File: config.mk
export PLATFORM = sky130hd
export DESIGN_NAME = nerv_wb_queue
export DESIGN_NICKNAME = d
export VERILOG_FILES = /design/src/rtl/nerv_wb_pkg.sv /design/src/rtl/nerv_wb_fifo.sv /design/src/rtl/nerv_wb_queue.sv
export SDC_FILE = /design/constraint.sdc
export NUM_CORES = 1
export LEC_CHECK = 0
export ABC_AREA = 1
export BUFFER_PORTS_ARGS = -buffer_cell sky130_fd_sc_hd__buf_2
export CAP_MARGIN = 20
export CORE_MARGIN = 2
export CORE_UTILIZATION = 55
export CTS_BUF_LIST = sky130_fd_sc_hd__clkbuf_4
export CTS_CLUSTER_SIZE = 12
export DETAILED_ROUTE_END_ITERATION = 10
export PLACE_DENSITY = 0.83
export SLEW_MARGIN = 30
export SYNTH_ARGS = -nofsm -noshare
export SYNTH_HDL_FRONTEND = slang
export SYNTH_HIERARCHICAL = 1
export SYNTH_SLANG_ARGS = --single-unit
File: constraint.sdc
create_clock -name clk -period 4 [get_ports clk]
set_clock_uncertainty 0.1 [all_clocks]
set_input_delay 0.8 -clock clk [delete_from_list [all_inputs] [get_ports clk]]
set_output_delay 0.8 -clock clk [all_outputs]
set_load 0.02 [all_outputs]
File: src/rtl/nerv_wb_pkg.sv
// rtl/nerv_wb_pkg.sv - shared types and defaults for the nerv writeback queue
package nerv_wb_pkg;

  localparam int WB_AW    = 5;
  localparam int WB_XLEN  = 32;
  localparam int REG_ZERO = 0;

  typedef struct packed {
    logic [WB_AW-1:0]   rd;
    logic [WB_XLEN-1:0] data;
  } wb_entry_t;

endpackage

File: src/rtl/nerv_wb_fifo.sv
// rtl/nerv_wb_fifo.sv - ring buffer with per-slot valid bits exposed for searching
module nerv_wb_fifo #(
  parameter int DEPTH = 4,
  parameter int W     = 37
) (
  input  logic                        clk,
  input  logic                        reset,
  input  logic                        push,
  input  logic [W-1:0]                push_data,
  input  logic                        pop,
  output logic [W-1:0]                pop_data,
  output logic [$clog2(DEPTH):0]      count,
  output logic                        full,
  output logic                        empty,
  output logic [DEPTH-1:0][W-1:0]     entries,
  output logic [DEPTH-1:0]            valid,
  output logic [$clog2(DEPTH)-1:0]    head_ptr
);

  localparam int PW = $clog2(DEPTH);

  logic [PW-1:0]           wr_ptr;
  logic [PW-1:0]           rd_ptr;
  logic [PW:0]             cnt;
  logic [DEPTH-1:0][W-1:0] mem;
  logic [DEPTH-1:0]        vld;
  logic                    do_push;
  logic                    do_pop;

  // Protect the pointers: a push into a full ring or a pop from an empty one is ignored.
  assign do_push = push && !full;
  assign do_pop  = pop && !empty;

  assign full     = (cnt == (PW+1)'(DEPTH));
  assign empty    = (cnt == '0);
  assign count    = cnt;
  assign pop_data = mem[rd_ptr];
  assign entries  = mem;
  assign valid    = vld;
  assign head_ptr = rd_ptr;

  // Pointer, occupancy and valid-bit bookkeeping; the pop clear is ordered before the push set.
  always_ff @(posedge clk or posedge reset) begin
    if (reset) begin
      wr_ptr <= '0;
      rd_ptr <= '0;
      cnt    <= '0;
      vld    <= '0;
    end else begin
      if (do_pop) begin
        vld[rd_ptr] <= 1'b0;
        rd_ptr      <= rd_ptr + PW'(1);
      end
      if (do_push) begin
        vld[wr_ptr] <= 1'b1;
        wr_ptr      <= wr_ptr + PW'(1);
      end
      case ({do_push, do_pop})
        2'b10:   cnt <= cnt + 1'b1;
        2'b01:   cnt <= cnt - 1'b1;
        default: cnt <= cnt;
      endcase
    end
  end

  // Payload storage needs no reset; the valid bits decide what is meaningful.
  always_ff @(posedge clk) begin
    if (do_push) mem[wr_ptr] <= push_data;
  end

endmodule

File: src/rtl/nerv_wb_queue.sv
// rtl/nerv_wb_queue.sv - writeback arbiter/queue with forwarding lookup (NERV_WB_FWD_EN)
module nerv_wb_queue
  import nerv_wb_pkg::*;
#(
  parameter int DEPTH = 4,
  parameter int XLEN  = WB_XLEN,
  parameter int AW    = WB_AW
) (
  input  logic                     clk,
  input  logic                     reset,
  input  logic                     alu_valid,
  output logic                     alu_ready,
  input  logic [AW-1:0]            alu_rd,
  input  logic [XLEN-1:0]          alu_data,
  input  logic                     mem_valid,
  output logic                     mem_ready,
  input  logic [AW-1:0]            mem_rd,
  input  logic [XLEN-1:0]          mem_data,
  input  logic                     wb_hold,
  output logic                     next_wr,
  output logic [AW-1:0]            wr_rd,
  output logic [XLEN-1:0]          next_rd,
  input  logic [AW-1:0]            fwd_addr1,
  input  logic [AW-1:0]            fwd_addr2,
  output logic                     fwd_hit1,
  output logic                     fwd_hit2,
  output logic [XLEN-1:0]          fwd_data1,
  output logic [XLEN-1:0]          fwd_data2,
  output logic [$clog2(DEPTH):0]   count,
  output logic                     full,
  output logic                     empty
);

  localparam int PW = $clog2(DEPTH);
  localparam int EW = AW + XLEN;

  logic                     mem_fire;
  logic                     alu_fire;
  logic [AW-1:0]            sel_rd;
  logic [XLEN-1:0]          sel_data;
  logic                     push;
  logic [EW-1:0]            head;
  logic [DEPTH-1:0][EW-1:0] entries;
  logic [DEPTH-1:0]         valid;
  logic [PW-1:0]            head_ptr;

  // Load results win; the ALU only gets the slot when no load is offered.
  assign mem_ready = !full;
  assign alu_ready = !full && !mem_valid;
  assign mem_fire  = mem_valid && mem_ready;
  assign alu_fire  = alu_valid && alu_ready;
  assign sel_rd    = mem_fire ? mem_rd : alu_rd;
  assign sel_data  = mem_fire ? mem_data : alu_data;

  // Writes to x0 are acknowledged but never stored.
  assign push = (mem_fire || alu_fire) && (sel_rd != AW'(REG_ZERO));

  // Drain strictly from registered queue state so producer inputs never reach the write port.
  assign next_wr = !empty && !wb_hold;
  assign wr_rd   = empty ? '0 : head[EW-1:XLEN];
  assign next_rd = empty ? '0 : head[XLEN-1:0];

  nerv_wb_fifo #(
    .DEPTH (DEPTH),
    .W     (EW)
  ) u_fifo (
    .clk       (clk),
    .reset     (reset),
    .push      (push),
    .push_data ({sel_rd, sel_data}),
    .pop       (next_wr),
    .pop_data  (head),
    .count     (count),
    .full      (full),
    .empty     (empty),
    .entries   (entries),
    .valid     (valid),
    .head_ptr  (head_ptr)
  );

`ifdef NERV_WB_FWD_EN
  logic [PW-1:0] idx;

  // Walk oldest to youngest from the head so the last match seen is the youngest write.
  always_comb begin
    fwd_hit1  = 1'b0;
    fwd_hit2  = 1'b0;
    fwd_data1 = '0;
    fwd_data2 = '0;
    idx       = '0;
    for (int k = 0; k < DEPTH; k++) begin
      idx = head_ptr + PW'(k);
      if (valid[idx] && fwd_addr1 != AW'(REG_ZERO) && entries[idx][EW-1:XLEN] == fwd_addr1) begin
        fwd_hit1  = 1'b1;
        fwd_data1 = entries[idx][XLEN-1:0];
      end
      if (valid[idx] && fwd_addr2 != AW'(REG_ZERO) && entries[idx][EW-1:XLEN] == fwd_addr2) begin
        fwd_hit2  = 1'b1;
        fwd_data2 = entries[idx][XLEN-1:0];
      end
    end
  end
`else
  logic unused_fwd;

  assign unused_fwd = ^{entries, valid, head_ptr, fwd_addr1, fwd_addr2};
  assign fwd_hit1   = 1'b0;
  assign fwd_hit2   = 1'b0;
  assign fwd_data1  = '0;
  assign fwd_data2  = '0;
`endif

endmodule

==> results of run 1 <==
## metal layers
metal  wire length (um)  up-vias
met5                  0        -
met4                126        0
met3                943       14
met2               7258      195
met1               5479     2249
li1                   -     2356
## per-stage QoR
| step | hold WS [ns] | cells |
|---|---|---|
| finish | 0.1035 | 979 |
| global route | 0.07774 | 979 |
| CTS | 0.07958 | 979 |
| detailed placement | 0.3856 | 947 |
| global placement | 0.3856 | 947 |
| floorplan | 0.3691 | 736 |
## worst max-delay path, stage by stage, from the launching register on
cell and delay [ns]:
dfrtp_1 0.43, nor2_1 0.16, nand2_1 0.20, inv_1 0.16, inv_2 0.07, nand2_2 0.44
o21ai_0 0.21, nand2_1 0.11, nor2_1 0.05, nor2_1 0.33, nand2_1 0.18, ha_1 0.24
inv_1 0.08, fa_1 0.40, o21ai_0 0.18
## final timing paths
kind                                 endpoint  slack [ns]
setup / recovery              u_fifo/count[1]        0.57
max in group asynchronous  u_fifo/head_ptr[0]        3.44
min in group clk           u_fifo/head_ptr[1]        0.42
hold reg to reg            u_fifo/head_ptr[1]        0.42
hold / removal               u_fifo/wr_ptr[0]        0.10
setup reg to reg              u_fifo/count[1]        0.57
## layout make-up
class	count	share of cell area, %
Clock buffer	20	1.855
Clock inverter	12	0.7110
Inverter	68	3.153
Multi-Input combinational cell	415	25.64
Sequential cell	155	57.08
Tap cell	176	2.720
Timing Repair Buffer	133	8.841
## power groups by stage
stage	Sequential [W]	Clock [W]	Combinational, W
2_1_floorplan	0.00256	0	0.00224
3_3_place_gp	0.00254	0	0.00295
3_5_place_dp	0.00257	0	0.00303
4_1_cts	0.00253	0.000754	0.00304
5_1_grt	0.00257	0.000829	0.00335
6_report	0.00253	0.000739	0.00301
## registers in the layout (all words and copies together), names as in the netlist
name             count
u_fifo/head_ptr      2
u_fifo/count         3
u_fifo/entries     148
u_fifo/wr_ptr        2
==> out/metrics.csv, run 1 <==
stage,metric,value,unit
final_layout,final-stage net count,886,
timing,crit path time final,3.432,ns
timing,Setup TNS Final,0,ns
route,TritonRoute pass-1 iters,5,
placed_design,Port-buffer cells,123,
final_layout,Fillers,1065,
setup_path,Worst setup SP type,flop,
synth,cells after synthesis,671,
clock_network,CTS sink count,155,
clock_network,H-tree Lvls,4,
final_layout,"most common cell after layout, fill and taps aside",nor2_1,
global_routing,met3 Usage GRT,4.420,%
final_layout,ant diodes,0,
power,Clock Power Share,11.8,%
timing,Slew HR,45.04,%
global_routing,GRT Total Usage,19.57,%
timing,Final period util,85.80,%
placed_design,placer's final routability congestion estimate,0.7768,
clock_network,Clock Pin Slew Worst Setup and Hold Paths,0.12,ns
final_layout,Area Overhead vs Synth,9.125,%
die,Initial Util,56.24,%
setup_path,Crit Path Class,reg -> reg,
die,I/O pins,200,
setup_path,crit path DAT,3.76,ns
placed_design,dpl hpwl,8586,um
power,Final Power,0.006278,W
status,outcome,completed,
die,FP Rows,42,
power,worst vdd ir,0.4200,mV
global_routing,first-pass GRT wire length,21640,um
die,placeable core area,13190,um2
global_routing,met2 usage,34.30,%
route,remaining routing DRC violations,0,
placed_design,Place WS,0.5799,ns
synth,"Avg Cell Area, Syn",11.06,um2
clock_network,CTS tree,done,
global_routing,initial antenna violation count,0,
clock_network,post-CTS resize count,0,
global_routing,vias in the first global route,4368,
route,Via Count,4814,
power,Int Pwr,0.003565,W
synth,mapped cell area,7418,um2
final_layout,most frequent cells in the layout,"nor2_1 (153), edfxtp_1 (148), buf_2 (123), o21ai_1 (104), conb_1 (66)",
setup_path,worst r2r path cells,14,
power,Comb pwr share,48.0,%
final_layout,footprint of the multi-input gates,2076,um2
die,Die W,120.1,um
power,sw power,0.002713,W
placed_design,DP Area,7888,um2
final_layout,register area,4621,um2
timing,final setup fails,0,
timing,FMAX,291.4,MHz
die,die area,14430,um2
power,PwrDens,775.5,nW/um2
clock_network,hold_buf cts,0,
clock_network,clk_lat worst skew,0.51,ns
route,WL final,13810,um
route,Via density,4.917,
timing,Slew @ Worst Pin,0.8244,ns
setup_path,Critical Path RT,4.33,ns
timing,unrepaired setup endpoints after global routing,false,
setup_path,CP endpoint kind,flop,
route,Iteration-0 DRC Markers,269,
synth,Yosys warning count,6,
power,Sw Ratio,43.22,%
final_layout,Final Core Density,61.37,%
final_layout,"Design Area, Final",8095,um2
clock_network,CTS buffer count,17,
flow_run,total of max-cap violations,0,
power,leakage,3.467,nW
timing,final slew viol count,0,
global_routing,largest net degree at the start of global routing,76,
global_routing,Overflow after GRT,0,
final_layout,layout cells sized above 1,25.03,%
die,die height,120.1,um
worst_hold_path,HP Class,in -> async,
timing,endpoints failing hold,0,
route,"antenna viol nets, final",0,
power,Reg power frac,40.3,%
setup_path,worst-path maximum fanout,22,
clock_network,Post-CTS Setup Bufs,0,
route,post-DR wirelength/cell,14.10,um
global_routing,met1 Use GR,24.31,%
clock_network,root buffer cell,clkbuf_4,
setup_path,worst setup path startpoint,u_fifo/count[0],
global_routing,most used routing layer,met2,
setup_path,FF-to-FF Start,u_fifo/count[0],
clock_network,CTS Buffer Depth,2,
timing,Setup WS post-layout,0.5679,ns
Note: power is estimated with default switching activity, not from simulation.
==> inputs of run 2 (changes only) <==
--- a/config.mk
+++ b/config.mk
@@ -5,15 +5,15 @@
 export SDC_FILE = /design/constraint.sdc
 export NUM_CORES = 1
 export LEC_CHECK = 0
-export ABC_AREA = 1
 export BUFFER_PORTS_ARGS = -buffer_cell sky130_fd_sc_hd__buf_2
 export CAP_MARGIN = 20
 export CORE_MARGIN = 2
-export CORE_UTILIZATION = 55
+export CORE_UTILIZATION = 54
 export CTS_BUF_LIST = sky130_fd_sc_hd__clkbuf_4
 export CTS_CLUSTER_SIZE = 12
 export DETAILED_ROUTE_END_ITERATION = 10
-export PLACE_DENSITY = 0.83
+export PLACE_DENSITY = 0.82
+export REMOVE_ABC_BUFFERS = 1
 export SLEW_MARGIN = 30
 export SYNTH_ARGS = -nofsm -noshare
 export SYNTH_HDL_FRONTEND = slang
==> run 2 against run 1 <==
Effect of this change:
- register-to-register slack improved by 0.66 ns
- total power fell by 1.7%
- sequential share of layout area rose by 1.1 points
==> out/metrics.csv, run 2 <==
stage,metric,value,unit,change
setup_path,Crit Path Class,reg -> out,,
die,Die W,118.8,um,-1.2%
synth,mapped cell area,7111,um2,-4.1%
timing,crit path time final,3.210,ns,-0.2217 ns
final_layout,max reg flops,148,,unchanged
placed_design,placed insts,680,,-28%
setup_path,Worst setup SP type,flop,,
global_routing,first-pass GRT wire length,19060,um,-12%
clock_network,CTS buffer count,17,,unchanged
setup_path,worst-path maximum fanout,31,,+41%
final_layout,"most common cell after layout, fill and taps aside",edfxtp_1,,
clock_network,clk_lat worst skew,0.52,ns,about the same
setup_path,CP endpoint kind,output pin,,
synth,cells after synthesis,394,,-41%
route,remaining routing DRC violations,0,,unchanged
setup_path,worst reg2reg setup slack,1.23,ns,+0.66 ns
die,placeable core area,12720,um2,-3.5%
power,PwrDens,776.0,nW/um2,about the same
global_routing,GRT Total Usage,17.85,%,-1.7 points
timing,endpoints failing hold,0,,unchanged
final_layout,ant diodes,0,,unchanged
power,Final Power,0.006169,W,-1.7%
flow_run,total of max-cap violations,0,,unchanged
final_layout,Area Overhead vs Synth,11.79,%,
setup_path,RR Endpoint,u_fifo/entries[119],,
placed_design,Port-buffer cells,123,,unchanged
timing,unrepaired setup endpoints after global routing,false,,
clock_network,CTS sink count,155,,unchanged
clock_network,Clock Pin Slew Worst Setup and Hold Paths,0.12,ns,about the same
global_routing,Overflow after GRT,0,,unchanged
timing,final slew viol count,0,,unchanged
placed_design,placer's final routability congestion estimate,0.7037,,-9.4%
route,Via Count,3633,,-25%
die,Initial Util,55.89,%,-0.35 points
setup_path,Critical Path RT,3.10,ns,-1.23 ns
die,die area,14100,um2,-2.3%
route,post-DR wirelength/cell,16.97,um,+20%
die,I/O pins,200,,unchanged
setup_path,worst r2r path cells,5,,-9
timing,Final period util,80.26,%,-5.5 points
setup_path,crit path DAT,2.31,ns,-1.45 ns
clock_network,post-CTS resize count,0,,unchanged
clock_network,Post-CTS Setup Bufs,0,,unchanged
power,worst vdd ir,0.7436,mV,+77%
route,WL final,12090,um,-12%
synth,Yosys warning count,6,,unchanged
final_layout,final-stage net count,623,,-30%
clock_network,root buffer cell,clkbuf_4,,
clock_network,CTS tree,done,,
route,Iteration-0 DRC Markers,175,,-35%
clock_network,H-tree Lvls,4,,unchanged
synth,"Avg Cell Area, Syn",18.05,um2,+63%
route,Via density,5.103,,+3.8%
final_layout,Final Core Density,62.48,%,+1.1 points
status,outcome,completed,,
route,"antenna viol nets, final",0,,unchanged
timing,Slew HR,59.48,%,+14 points
global_routing,largest net degree at the start of global routing,39,,-49%
clock_network,hold_buf cts,0,,unchanged
route,TritonRoute pass-1 iters,4,,-1
die,die height,118.8,um,-1.2%
final_layout,"non-filler cells, final",712,,-27%
final_layout,layout cells sized above 1,47.78,%,+23 points
timing,Slew @ Worst Pin,0.6077,ns,-0.2167 ns
final_layout,most frequent cells in the layout,"edfxtp_1 (148), buf_2 (123), conb_1 (66), mux4_2 (37), mux2_2 (36)",,
global_routing,initial antenna violation count,0,,unchanged
worst_hold_path,HP Class,in -> async,,
timing,final setup fails,0,,unchanged
die,FP Rows,41,,-2.4%
clock_network,CTS Buffer Depth,2,,unchanged
global_routing,vias in the first global route,3716,,-15%
setup_path,FF-to-FF Start,u_fifo/count[2],,
power,leakage,3.038,nW,-12%
timing,FMAX,311.5,MHz,+6.9%
placed_design,dpl hpwl,7706,um,-10%
==> run 2: critical path, stage by stage (launching register included) <==
cell,delay [ns]
dfrtp_2,0.56
buf_12,0.31
mux4_2,0.54
and2b_2,0.20
buf_2,0.15
==> run 2: final cells by class <==
cell class | count | area, um2
Fill cell | 929 | 4773
Sequential cell | 155 | 4624
Multi-Input combinational cell | 211 | 2071
Timing Repair Buffer | 132 | 695.7
Tap cell | 172 | 215.2
Clock buffer | 21 | 157.7
Clock inverter | 11 | 147.6
Inverter | 10 | 37.54
==> run 2: layer usage <==
metal | share of wire, % | vias up | global-route usage (%)
met5 | 0 | - | 0
met4 | 0.68 | 0 | 4.911
met3 | 5.8 | 10 | 3.958
met2 | 53 | 169 | 30.96
met1 | 41 | 1828 | 22.75
li1 | - | 1626 | -
==> run 2: through the flow <==
stage	setup WS [ns]	TNS [ns]	instance area, um2	hold slack, ns
CTS	0.6816	0	7946	0.02966
floorplan	-0.4188	-0.9350	6718	0.4340
detailed placement	0.8062	0	7641	0.4631
finish	0.7896	0	7949	0.07744
global placement	0.8819	0	7641	0.4346
global route	0.6201	0	7949	0.05141
==> run 2: worst max path at each step <==
stage / cells after the start / startpoint / to
after floorplan: 9 / u_fifo/count[0] / u_fifo/count[2]
after global placement: 12 / alu_rd[3] / u_fifo/count[2]
after detailed placement: 12 / alu_rd[3] / u_fifo/count[2]
after CTS: 4 / u_fifo/head_ptr[0] / next_rd[6]
after global routing: 4 / u_fifo/head_ptr[0] / next_rd[7]
final: 4 / u_fifo/head_ptr[0] / next_rd[6]
==> run 2: report_power, final <==
part | switching, W | internal [W] | leakage, nW
logic | 0.00146 | 0.00110 | 1.44
registers | 0.000227 | 0.00240 | 1.44
clock network | 0.000520 | 0.000462 | 0.158
==> inputs of run 3 (changes only) <==
--- a/config.mk
+++ b/config.mk
@@ -5,14 +5,15 @@
 export SDC_FILE = /design/constraint.sdc
 export NUM_CORES = 1
 export LEC_CHECK = 0
+export ABC_AREA = 1
 export BUFFER_PORTS_ARGS = -buffer_cell sky130_fd_sc_hd__buf_2
 export CAP_MARGIN = 20
 export CORE_MARGIN = 2
-export CORE_UTILIZATION = 54
+export CORE_UTILIZATION = 50
 export CTS_BUF_LIST = sky130_fd_sc_hd__clkbuf_4
 export CTS_CLUSTER_SIZE = 12
 export DETAILED_ROUTE_END_ITERATION = 10
-export PLACE_DENSITY = 0.82
+export PLACE_DENSITY = 0.79
 export REMOVE_ABC_BUFFERS = 1
 export SLEW_MARGIN = 30
 export SYNTH_ARGS = -nofsm -noshare
==> constraint.sdc (replaced) <==
create_clock -name clk -period 2.6 [get_ports clk]
set_clock_uncertainty 0.1 [all_clocks]
set_input_delay 0.52 -clock clk [delete_from_list [all_inputs] [get_ports clk]]
set_output_delay 0.52 -clock clk [all_outputs]
set_load 0.02 [all_outputs]
==> run 3 against run 2 <==
Effect of this change:
- the run now ends with negative setup slack left
- total power increased by 88%
- wire length increased by 29%
- via count increased by 38%
- die area increased by 12%
- flip-flop and latch count unchanged
- setup slack got worse by 0.82 ns
- critical endpoint is now wr_rd[0]
==> out/metrics.csv, run 3 (synthesis gave the netlist of run 1 again) <==
stage,metric,value,unit,change
status,outcome,"finished, violations left",,
status,failing checks,negative setup slack,,
die,FP Rows,44,,+7.3%
setup_path,slowest CP cell,dfrtp_2,,
global_routing,GRT Total Usage,18.90,%,+1.0 points
route,Via density,4.894,,-4.1%
route,Iteration-0 DRC Markers,458,,+160%
timing,unrepaired setup endpoints after global routing,true,,
placed_design,DP Area,8115,um2,+6.2%
route,remaining routing DRC violations,0,,unchanged
final_layout,most frequent cells in the layout,"edfxtp_1 (148), nor2_1 (131), o21ai_1 (102), buf_2 (87), conb_1 (66)",,
setup_path,RR Endpoint,u_fifo/count[2],,
placed_design,placer's final routability congestion estimate,0.7743,,+10%
final_layout,footprint of the multi-input gates,2195,um2,+6.0%
power,PwrDens,1285,nW/um2,+66%
final_layout,Area Overhead vs Synth,21.86,%,
setup_path,Worst setup SP type,flop,,
timing,Setup WS post-layout,-0.02555,ns,-0.8152 ns
setup_path,crit path DAT,2.01,ns,-0.30 ns
setup_path,worst r2r path cells,18,,+13
timing,worst hold margin,0.1414,ns,+0.06400 ns
placed_design,Port-buffer cells,123,,unchanged
setup_path,worst reg2reg setup slack,0.18,ns,-1.05 ns
placed_design,dpl hpwl,8659,um,+12%
final_layout,"non-filler cells, final",1022,,+44%
route,"antenna viol nets, final",0,,unchanged
power,Int Pwr,0.006751,W,+70%
final_layout,max reg flops,148,,unchanged
setup_path,worst-path maximum fanout,5,,-84%
global_routing,initial antenna violation count,1,,+1
power,leakage,3.841,nW,+26%
clock_network,CTS buffer count,17,,unchanged
global_routing,first-pass GRT wire length,22910,um,+20%
setup_path,"Largest stage delay, worst path",0.56,ns,about the same
route,WL final,15590,um,+29%
flow_run,total of max-cap violations,0,,unchanged
final_layout,final-stage net count,920,,+48%
worst_hold_path,hold depth,4,,
clock_network,H-tree Lvls,4,,unchanged
clock_network,CTS Buffer Depth,2,,unchanged
route,post-DR wirelength/cell,15.25,um,-10%
setup_path,CP Cell Sequence,buf_12 -> clkbuf_16 -> nor2_1 -> o21ai_1 -> inv_1 -> nor2_1 -> buf_4,,
final_layout,register area,4621,um2,about the same
final_layout,"Design Area, Final",9040,um2,+14%
route,Via Count,5002,,+38%
final_layout,Fillers,1140,,+23%
timing,endpoints failing hold,0,,unchanged
die,Initial Util,51.04,%,-4.8 points
global_routing,largest net degree at the start of global routing,39,,unchanged
timing,final setup fails,5,,+5
worst_hold_path,WHS Endpoint,u_fifo/head_ptr[0],,
power,Clock Power Share,13.2,%,-2.7 points
worst_hold_path,HP Class,in -> reg,,
die,placeable core area,14530,um2,+14%
final_layout,layout cells sized above 1,32.26,%,-16 points
placed_design,Place WS,0.05774,ns,-0.7485 ns
timing,Final period util,101.0,%,
setup_path,Critical Path RT,1.98,ns,-1.12 ns
placed_design,placed insts,969,,+43%
clock_network,root buffer cell,clkbuf_4,,
setup_path,Crit Path Class,reg -> out,,
die,die height,125.8,um,+5.9%
worst_hold_path,min-delay src,wb_hold,,
power,Reg power frac,33.8,%,-8.7 points
die,I/O pins,200,,unchanged
timing,FMAX,380.9,MHz,
setup_path,FF-to-FF Start,u_fifo/count[1],,
clock_network,Clock Pin Slew Worst Setup and Hold Paths,0.14,ns,+0.02 ns
global_routing,Overflow after GRT,0,,unchanged
power,worst vdd ir,0.5747,mV,-23%
timing,Setup TNS Final,-0.04891,ns,-0.04891 ns
route,TritonRoute pass-1 iters,7,,+3
clock_network,clk_lat worst skew,0.54,ns,+0.02 ns
power,sw power,0.004868,W,+120%
die,Die W,125.8,um,+5.9%
timing,crit path time final,2.626,ns,
die,die area,15830,um2,+12%
final_layout,"most common cell after layout, fill and taps aside",edfxtp_1,,
power,Sw Ratio,41.89,%,+6.1 points
power,Comb pwr share,53.0,%,+11 points
timing,final slew viol count,0,,unchanged
clock_network,CTS tree,done,,
clock_network,CTS sink count,155,,unchanged
setup_path,CP endpoint kind,output pin,,
setup_path,Critical Path Most Common Cell,nor2_1,,
global_routing,vias in the first global route,4636,,+25%
==> run 3: cell types whose count changed in the layout (fill, tap and decap cells not counted), sizes merged, moves of 3 or more <==
cell | previous run | this run
nor2 | 4 | 153
o21ai | 1 | 115
inv | 11 | 76
mux4 | 37 | 0
buf | 132 | 160
nand2 | 2 | 28
nor2b | 22 | 0
and2b | 16 | 0
nand3 | 0 | 11
mux2 | 38 | 32
and2 | 4 | 0
nor3 | 3 | 0
==> run 3: repair_timing <==
| item | 4_1_cts | 5_1_grt |
|---|---|---|
| hold endpoints to repair | 7 | 0 |
| setup endpoints to repair | 38 | 40 |
| pin swaps | 5 | 16 |
| cloned | 6 | 5 |
| buffers inserted | 5 | 3 |
| hold buffers | 1 | 0 |
| resized for setup | 50 | 40 |
==> run 3: critical path, delay by kind of cell, from the launching register on <==
kind / cells / cell delay (ns)
compound gates: 1 / 0.13
flops: 1 / 0.56
buf+inv: 4 / 0.57
simple gates: 2 / 0.18
==> run 3: worst max path at each step <==
stage | startpoint | end | slack [ns] | cells after the start
5_1_grt | u_fifo/head_ptr[0] | next_rd[9] | -0.18 | 9
2_1_floorplan | u_fifo/count[0] | u_fifo/entries[0] | -1.46 | 11
3_3_place_gp | mem_valid | u_fifo/count[2] | 0.13 | 14
3_5_place_dp | u_fifo/count[0] | u_fifo/count[2] | 0.06 | 18
6_report | u_fifo/head_ptr[0] | wr_rd[0] | -0.03 | 7
4_1_cts | u_fifo/head_ptr[0] | wr_rd[2] | -0.04 | 9
==> run 3: per-stage QoR <==
step | power, W | utilization [%]
6_report | 0.01162 | 62.20
5_1_grt | 0.01233 | 62.20
4_1_cts | 0.01126 | 60.45
3_5_place_dp | 0.008911 | 55.84
3_3_place_gp | 0.008770 | 55.84
2_1_floorplan | 0.007053 | -
==> run 3: final cells by class <==
class | count | share of cell area (%)
Antenna cell | 1 | 0.02768
Timing Repair Buffer | 166 | 15.39
Tap cell | 184 | 2.547
Clock inverter | 15 | 2.201
Timing Repair inverter | 1 | 0.06920
Sequential cell | 155 | 51.11
Clock buffer | 17 | 1.412
Inverter | 68 | 2.962
Multi-Input combinational cell | 415 | 24.28
==> run 3: power groups by stage <==
| stage | clock (W) | sequential [W] | combinational [W] |
|---|---|---|---|
| after floorplan | 0 | 0.00405 | 0.00301 |
| after global placement | 0 | 0.00390 | 0.00487 |
| after detailed placement | 0 | 0.00393 | 0.00498 |
| after CTS | 0.00156 | 0.00391 | 0.00579 |
| after global routing | 0.00167 | 0.00399 | 0.00667 |
| final | 0.00153 | 0.00393 | 0.00616 |
==> run 3: layer usage <==
metal / wire length (um) / track usage, % / up-vias
li1: - / - / 2442
met1: 6362 / 22.46 / 2339
met2: 8102 / 34.09 / 204
met3: 939 / 3.993 / 17
met4: 183 / 6.658 / 0
met5: 0 / 0 / -
